$ cat config.mk
export PLATFORM = sky130hd
export DESIGN_NAME = mix_columns_seq
export DESIGN_NICKNAME = d
export VERILOG_FILES = /design/src/rtl/mix_columns_seq.sv
export SDC_FILE = /design/constraint.sdc
export NUM_CORES = 1
export LEC_CHECK = 0
export ABC_AREA = 1
export CAP_MARGIN = 0
export CORE_UTILIZATION = 50
export DETAILED_ROUTE_END_ITERATION = 6
export GPL_TIMING_DRIVEN = 0
export PLACE_DENSITY = 0.82
export SETUP_SLACK_MARGIN = 0.02
export SKIP_CTS_REPAIR_TIMING = 1
export SYNTH_ARGS = -nofsm -noshare
export SYNTH_HDL_FRONTEND = slang
export SYNTH_SLANG_ARGS = --single-unit
export TNS_END_PERCENT = 5
$ cat constraint.sdc
create_clock -name clk_i -period 3.4 [get_ports clk_i]
set_input_delay 1.02 -clock clk_i [delete_from_list [all_inputs] [get_ports clk_i]]
set_output_delay 1.02 -clock clk_i [all_outputs]
set_load 0.1 [all_outputs]
$ cat src/rtl/mix_columns_seq.sv
`default_nettype none
// +--------------------------------------------------------------------------+
// | mix_columns_seq: column-serial AES MixColumns, one 32-bit column/cycle.   |
// | Rev 1.0                                                                   |
// +--------------------------------------------------------------------------+
module mix_columns_seq #(
    parameter int OP = 1
) (
    input  logic         clk_i,
    input  logic         rst_ni,
    input  logic         in_valid_i,
    output logic         in_ready_o,
    input  logic [127:0] s_i,
    input  logic         bypass_i,
    output logic         out_valid_o,
    input  logic         out_ready_i,
    output logic [127:0] s_o,
    output logic         busy_o
);

    typedef enum logic [1:0] {
        IDLE = 2'd0,
        CALC = 2'd1,
        DONE = 2'd2
    } state_e;

    state_e       state_q, state_d;
    logic [1:0]   col_q, col_d;
    logic [127:0] s_q, s_d;
    logic [6:0]   col_lsb;
    logic [31:0]  col_in;
    logic [31:0]  col_out;
    logic         accept;

    function automatic logic [7:0] xtime(input logic [7:0] a);
        return {a[6:0], 1'b0} ^ (a[7] ? 8'h1b : 8'h00);
    endfunction

    // Column 0 sits in the most-significant word, so the bit offset is (3-col)*32.
    assign col_lsb = {~col_q, 5'b0_0000};
    assign col_in  = s_q[col_lsb +: 32];

    generate
        if (OP == 1) begin : g_fwd
            logic [3:0][7:0] a;
            logic [3:0][7:0] x2;
            for (genvar i = 0; i < 4; i++) begin : g_byte
                assign a[i]  = col_in[31-8*i -: 8];
                assign x2[i] = xtime(a[i]);
            end
            assign col_out = {x2[0] ^ x2[1] ^ a[1] ^ a[2] ^ a[3],
                              a[0] ^ x2[1] ^ x2[2] ^ a[2] ^ a[3],
                              a[0] ^ a[1] ^ x2[2] ^ x2[3] ^ a[3],
                              x2[0] ^ a[0] ^ a[1] ^ a[2] ^ x2[3]};
        end else begin : g_inv
            logic [3:0][7:0] a;
            logic [3:0][7:0] m9, mb, md, me;
            for (genvar i = 0; i < 4; i++) begin : g_byte
                logic [7:0] x2, x4, x8;
                assign a[i]  = col_in[31-8*i -: 8];
                assign x2    = xtime(a[i]);
                assign x4    = xtime(x2);
                assign x8    = xtime(x4);
                assign m9[i] = x8 ^ a[i];
                assign mb[i] = x8 ^ x2 ^ a[i];
                assign md[i] = x8 ^ x4 ^ a[i];
                assign me[i] = x8 ^ x4 ^ x2;
            end
            assign col_out = {me[0] ^ mb[1] ^ md[2] ^ m9[3],
                              m9[0] ^ me[1] ^ mb[2] ^ md[3],
                              md[0] ^ m9[1] ^ me[2] ^ mb[3],
                              mb[0] ^ md[1] ^ m9[2] ^ me[3]};
        end
    endgenerate

    always_comb begin
        state_d    = state_q;
        col_d      = col_q;
        s_d        = s_q;
        in_ready_o = (state_q == IDLE) || ((state_q == DONE) && out_ready_i);
        accept     = in_valid_i && in_ready_o;
        case (state_q)
            CALC: begin
                s_d[col_lsb +: 32] = col_out;
                col_d              = col_q + 2'd1;
                if (col_q == 2'd3) begin
                    state_d = DONE;
                end
            end
            DONE: begin
                if (out_ready_i) begin
                    state_d = IDLE;
                end
            end
            IDLE: ;
            default: state_d = IDLE;
        endcase
        // A new block may be loaded from IDLE or in the same cycle DONE hands off.
        if (accept) begin
            s_d     = s_i;
            col_d   = 2'd0;
            state_d = bypass_i ? DONE : CALC;
        end
    end

    always_ff @(posedge clk_i or negedge rst_ni) begin
        if (!rst_ni) begin
            state_q <= IDLE;
            col_q   <= 2'd0;
            s_q     <= 128'h0;
        end else begin
            state_q <= state_d;
            col_q   <= col_d;
            s_q     <= s_d;
        end
    end

    assign out_valid_o = (state_q == DONE);
    assign busy_o      = (state_q != IDLE);
    assign s_o         = s_q;

endmodule
`default_nettype wire

==> results of run 1 <==
## path summary, 6_finish.rpt
kind,to,slack [ns]
min in group clk_i,s_o[90]$_DFFE_PN0P_,0.53
hold / removal,s_o[124]$_DFFE_PN0P_,0.49
hold reg to reg,s_o[90]$_DFFE_PN0P_,0.53
setup / recovery,in_ready_o,0.05
setup reg to reg,s_o[122]$_DFFE_PN0P_,0.08
max in group asynchronous,s_o[24]$_DFFE_PN0P_,2.05
## placed cells by master, fill, tap and decap left out
cell type	synthesis	layout
clkinv_4	0	2
xnor2_2	1	1
a32o_1	1	1
nand2_1	904	904
nand3b_1	5	5
dfrtp_1	132	132
inv_4	1	1
a21oi_2	0	1
nand3_1	249	249
inv_6	0	5
inv_1	108	108
nor2_1	7	7
o211ai_1	6	6
buf_2	28	28
buf_16	0	1
nand2_2	20	20
a22o_1	17	17
clkbuf_16	0	17
nor2_2	5	5
clkbuf_2	0	3
bufinv_16	0	3
o21ai_0	17	17
nor4_4	1	1
clkdlybuf4s50_1	0	260
xnor2_1	4	4
xor2_1	2	2
clkbuf_1	30	29
buf_1	13	13
ha_1	4	4
buf_6	8	9
nand4_1	54	54
nor2_4	1	1
clkinvlp_4	0	3
buf_12	0	1
inv_2	7	7
buf_4	4	4
dlymetal6s2s_1	0	1
o31ai_1	1	1
## layer usage
layer | GRT usage, % | part of all wire, % | vias to the layer above | routed length (um)
met4 | 28.1 | 6.9 | 0 | 3430
met2 | 73.9 | 42 | 1244 | 21100
met1 | 61.6 | 34 | 6042 | 16900
met5 | 0 | 0 | - | 0
li1 | - | - | 5763 | -
met3 | 18.0 | 17 | 287 | 8230
## state kept, by name (all words and copies together), names as in the netlist
signal / count
state_q: 2
s_o: 128
col_q: 2
## layout make-up
| class | instances | area, um^2 |
|---|---|---|
| plain buffers | 83 | 424 |
| clock buffers | 18 | 429 |
| clock inverters | 13 | 174 |
| fillers | 1629 | 5530 |
| inverters | 116 | 438 |
| multi-input cells | 1300 | 5650 |
| flip-flops and latches | 132 | 3300 |
| well taps | 260 | 325 |
| repair buffers | 265 | 2680 |
## logic make-up after synthesis
kind of cell	after synthesis	share of synthesized area, %
compound gates	43	3.07
xor+xnor	7	0.701
fa+ha+maj	4	0.510
buf+inv	199	8.76
flops	132	33.7
simple gates	1246	53.3
## stage by stage
stage               cell area, um^2  instances  setup slack, ns  util (%)
floorplan                      9820       1631            0.225         -
global placement              12800       2154            -4.02      67.4
detailed placement            12800       2155           -0.550      67.5
CTS                           13400       2186           -0.582      70.7
global route                  13400       2187          -0.0400      70.8
finish                        13400       2187           0.0480      70.8
## worst reg2reg max path, cell delays in order, from the launching register on
cell and delay [ns]:
dfrtp_1 0.41, buf_6 0.15, inv_4 0.07, buf_6 0.20, buf_6 0.21, buf_2 0.25, clkbuf_2 0.38, ha_1 0.34
inv_1 0.08, nand2_1 0.11, nor2_1 0.26, clkbuf_1 0.46, nand4_1 0.22, nand2_1 0.12
==> results by group, run 1 <==
Outcome
  – Status: complete, but fails checks
  – Failing checks: DRC

Drt
  – 1st-pass router iterations: 7
  – Post-DR wirelength/cell: 22.7 um
  – Remaining antenna violation count: 0
  – Routed WL: about 50000 um
  – Detailed router's first-iteration violation count: between 1500 and 2000
  – Vias per inst: approximately 6.1
  – Routed vias: around 13000
  – Drt drc: 7

STA
  – Max Freq: between 200 and 300 MHz
  – Worst slew margin: about a third
  – Post-route minimum period: between 3 and 4 ns
  – RSZ-0062 raised after global routing: yes
  – Clock skew: between 0.01 and 0.015 ns
  – Slew Viols, Final: 0
  – Finish-stage setup viols: 0
  – Setup Total Neg Slack: 0 ns
  – Least-Margin Pin Slew: roughly 1 ns
  – Final Hold Vio Count: 0
  – Tcrit/Tclk final: a little over nine tenths
  – Fin Hold WS: 0.489 ns

GRT
  – First-pass GRT wire length: 72400 um
  – Vias in the first global route: around 12000
  – Initial antenna violation count: 0
  – All-Layer GR Usage: 49.5%
  – Overflow left after global routing: 0
  – Largest net degree at the start of global routing: 97

Critical path
  – Crit-path max FO: 3
  – Kind of critical path: input port to primary output
  – CP Launch Type: input port
  – Setup crit end kind: primary output
  – Max stage delay on crit path: ~0.52 ns
  – Cell Chain, Critical Path: clkdlybuf4s50_1, inv_1, a21oi_2, clkbuf_2
  – WP buf/inv: 3
  – Reg2Reg Depth: 13
  – Crit path max-delay family: buffers and inverters
  – CP arrival: between 2 and 2.5 ns
  – Critical R2R Launch: col_q[0]$_DFFE_PN0P_
  – CP Depth: 4
  – Critical Path Slowest Stage Cell: clkbuf_2
  – WP data required: ~2.4 ns
  – Crit path launch: out_ready_i

Clock network
  – Worst skew pair latency: around 0.43 ns
  – H-tree depth: 4
  – Total CTS buffers: 17
  – Worst-path clk slew: about 0.07 ns
  – Root buf cell: clkbuf_16
  – TritonCTS clock tree: yes
  – Max Root-Sink Buffers: 2
  – CTS Sinks: about 130

Yosys
  – Yosys reg bits: approximately 130
  – Commonest cells post-synth: nand2_1 (904), nand3_1 (249), dfrtp_1 (132), inv_1 (108), nand4_1 (54)
  – Syn Std Cell Area: 9810 um^2
  – Count leader, synth: nand2_1
  – Top_reg_cell synth: dfrtp_1
  – EDFF count, synth: 0
  – Ys Warns: 0
  – Sequential-to-total area share from yosys stat: 33.7%
  – Syn Area/Cell: between 6 and 7 um^2
  – Synth cell types: 28
  – Syn Inst Count: between 1500 and 2000
  – Syn_nets: 1768
  – Synth top area cells: nand2_1 (35%), dfrtp_1 (34%), nand3_1 (13%)
  – Top cell type's share of synthesized area: 34.6%
  – Largest area contributor in the netlist: nand2_1
  – Async set or reset register ratio after synthesis: 100%

Finish
  – Layout cells sized above 1: ~6%
  – Ant. Diodes: 0
  – Layout area overhead: 36.8%
  – Nets: just over 2000

Die
  – DIE HEIGHT: approximately 140 um
  – Initial cell density of the core: between 50% and 60%
  – Placement row count: 50
  – Die width: 142 um
  – CORE AREA: between 15000 and 20000 um^2
  – Die Footprint: between 20000 and 25000 um^2
  – I/O pin count: around 260

Placement
  – Hpwl dp: 38100 um
  – IO buf count: approximately 260
  – GPL Wtd Cong: 1.05

Run
  – Max-Cap Viols: 0

Min path
  – Worst min path class: input port to async pin
Power of run 1 is left out: the tool's default activity adds up to more than one toggle a clock period on the data nets, which glitch-free logic cannot reach.
==> run 2, diff against run 1 <==
- RECOVER_POWER: unset -> 50
==> results by group, run 2 (same netlist as run 1, synthesis figures left out) <==
Outcome
  – Status: complete, but fails checks (unchanged)
  – Failing checks: DRC, capacitance limit, slew limit, setup timing (was DRC)

GRT
  – Initial antenna violation count: 0 (unchanged)
  – All-Layer GR Usage: 49.5% (unchanged)
  – Largest net degree at the start of global routing: 97 (unchanged)
  – First-pass GRT wire length: 72400 um (unchanged)
  – Overflow left after global routing: 0 (unchanged)
  – Vias in the first global route: 12200 (unchanged)

Die
  – Die width: 142 um (unchanged)
  – I/O pin count: 264 (unchanged)
  – CORE AREA: 19000 um^2 (unchanged)
  – DIE HEIGHT: 142 um (unchanged)
  – Initial cell density of the core: 51.8% (unchanged)
  – Die Footprint: 20200 um^2 (unchanged)
  – Placement row count: 50 (unchanged)

Clock network
  – Total CTS buffers: 17 (unchanged)
  – CTS Sinks: 132 (unchanged)
  – Max Root-Sink Buffers: 2 (unchanged)
  – H-tree depth: 4 (unchanged)
  – Root buf cell: clkbuf_16 (unchanged)
  – Worst-path clk slew: 0.06 ns (was 0.07 ns)
  – Worst skew pair latency: 0.43 ns (about the same)
  – TritonCTS clock tree: yes (unchanged)

Finish
  – Finished Layout Cells: 2187 (unchanged)
  – Layout area overhead: 36.5% (was 36.8%)
  – Flip-flop count of the largest register after layout: 128 (unchanged)
  – Final core utilization: 70.7% (was 70.8%)
  – Ant. Diodes: 0 (unchanged)
  – Layout cells sized above 1: 5.81% (was 5.86%)
  – Filler cells: 1633 (was 1629)
  – Commonest non-fill, non-tap cell in the layout: nand2_1 (unchanged)
  – Nets: 2052 (unchanged)
  – Most frequent cells in the layout: nand2_1 (904), nand3_1 (249), clkdlybuf4s50_1 (218), dfrtp_1 (132), inv_1 (108) (was nand2_1 (904), clkdlybuf4s50_1 (260), nand3_1 (249), dfrtp_1 (132), inv_1 (108))

Drt
  – Remaining antenna violation count: 0 (unchanged)
  – Post-DR wirelength/cell: 22.7 um (about the same)
  – Routed WL: 49700 um (about the same)
  – Drt drc: 10 (was 7)
  – Vias per inst: 6.07 (was 6.10)
  – Routed vias: 13300 (about the same)
  – Detailed router's first-iteration violation count: 2092 (was 1970)
  – 1st-pass router iterations: 7 (unchanged)

STA
  – Clock skew: 0.0103 ns (was 0.0101 ns)
  – Final Hold Vio Count: 0 (unchanged)
  – Setup WS post-layout: -0.00802 ns (was 0.0480 ns)
  – Tcrit/Tclk final: 100% (was 98.6%)
  – Slew Viols, Final: 38 (was 0)
  – Least-Margin Pin Slew: 2.24 ns (was 1.02 ns)
  – Setup Total Neg Slack: -0.00802 ns (was 0 ns)
  – Max Freq: 293 MHz (was 298 MHz)
  – Worst slew margin: -49.1% (was 31.6%)
  – Finish-stage setup viols: 1 (was 0)
  – RSZ-0062 raised after global routing: yes (unchanged)
  – Post-route minimum period: 3.41 ns (was 3.35 ns)

Critical path
  – Critical Path Slowest Stage Cell: dlygate4sd3_1 (was clkbuf_2)
  – Crit path max-delay family: buffers and inverters (unchanged)
  – Max stage delay on crit path: 0.52 ns (about the same)
  – WP data required: 2.38 ns (about the same)
  – Cell Chain, Critical Path: dlygate4sd3_1, inv_1, a21oi_2, clkbuf_2 (was clkdlybuf4s50_1, inv_1, a21oi_2, clkbuf_2)
  – CP arrival: 2.39 ns (was 2.33 ns)
  – Crit-path max FO: 3 (unchanged)
  – Kind of critical path: input port to primary output (unchanged)
  – Setup crit end kind: primary output (unchanged)
  – CP Launch Type: input port (unchanged)
  – WP buf/inv: 3 (unchanged)

Placement
  – GPL Wtd Cong: 1.05 (unchanged)
  – Placed insts: 2155 (unchanged)
  – IO buf count: 263 (unchanged)
  – Worst Setup Slack post-DPL: -0.550 ns (unchanged)
  – Hpwl dp: 38100 um (unchanged)

Run
  – Max-Cap Viols: 1 (was 0)

Min path
  – Worst min path class: flop to flop (was input port to async pin)
-- run 2: changes by cell type in the layout (fill, tap and decap cells not counted), sizes merged --
cell	previous run	this run
buf	56	55
clkbuf	49	51
clkdlybuf4s50	260	218
dlygate4sd3	0	42
dlymetal6s2s	1	0
-- run 2: area by class of cell --
cell class | count | area, um^2 | share of cell area [%]
tap | 260 | 325 | 2.43
buffer | 83 | 424 | 3.17
clock buffer | 18 | 429 | 3.20
sequential | 132 | 3300 | 24.7
multi-input combinational | 1300 | 5650 | 42.2
inverter | 116 | 438 | 3.27
clock inverter | 13 | 174 | 1.30
timing repair buffer | 265 | 2650 | 19.8
-- run 2: through the flow --
stage	instance area [um^2]	hold WS, ns
after floorplan	9820	0.565
after global placement	12800	0.509
after detailed placement	12800	0.515
after CTS	13400	0.501
after global routing	13400	0.550
final	13400	0.528
-- run 2: layer usage --
metal  global-route usage, %  routed length (um)  up-vias
met5                       0                   0        -
met1                    61.6               17000     6032
met3                    18.0                8100      268
li1                        -                   -     5751
met4                    28.1                3410        0
met2                    73.9               21200     1217
-- run 2: path summary, 6_finish.rpt --
check | start | end | slack [ns] | cells past startpoint
worst max-delay path | out_ready_i | in_ready_o | -0.008 | 4
worst min-delay path | s_o[90]$_DFFE_PN0P_ | s_o[90]$_DFFE_PN0P_ | 0.53 | 2
worst max register to register | col_q[0]$_DFFE_PN0P_ | s_o[122]$_DFFE_PN0P_ | 0.09 | 13
worst min register to register | s_o[90]$_DFFE_PN0P_ | s_o[90]$_DFFE_PN0P_ | 0.53 | 2
max in group asynchronous | rst_ni | s_o[6]$_DFFE_PN0P_ | 0.27 | 2
min in group asynchronous | rst_ni | s_o[124]$_DFFE_PN0P_ | 1.24 | 1
-- run 2: tightest hold or removal path: stages, from the launching register on --
cell and delay (ns):
dfrtp_1 0.37, nand2_1 0.06, nand3_1 0.07
Power of run 2 is left out for the same reason.
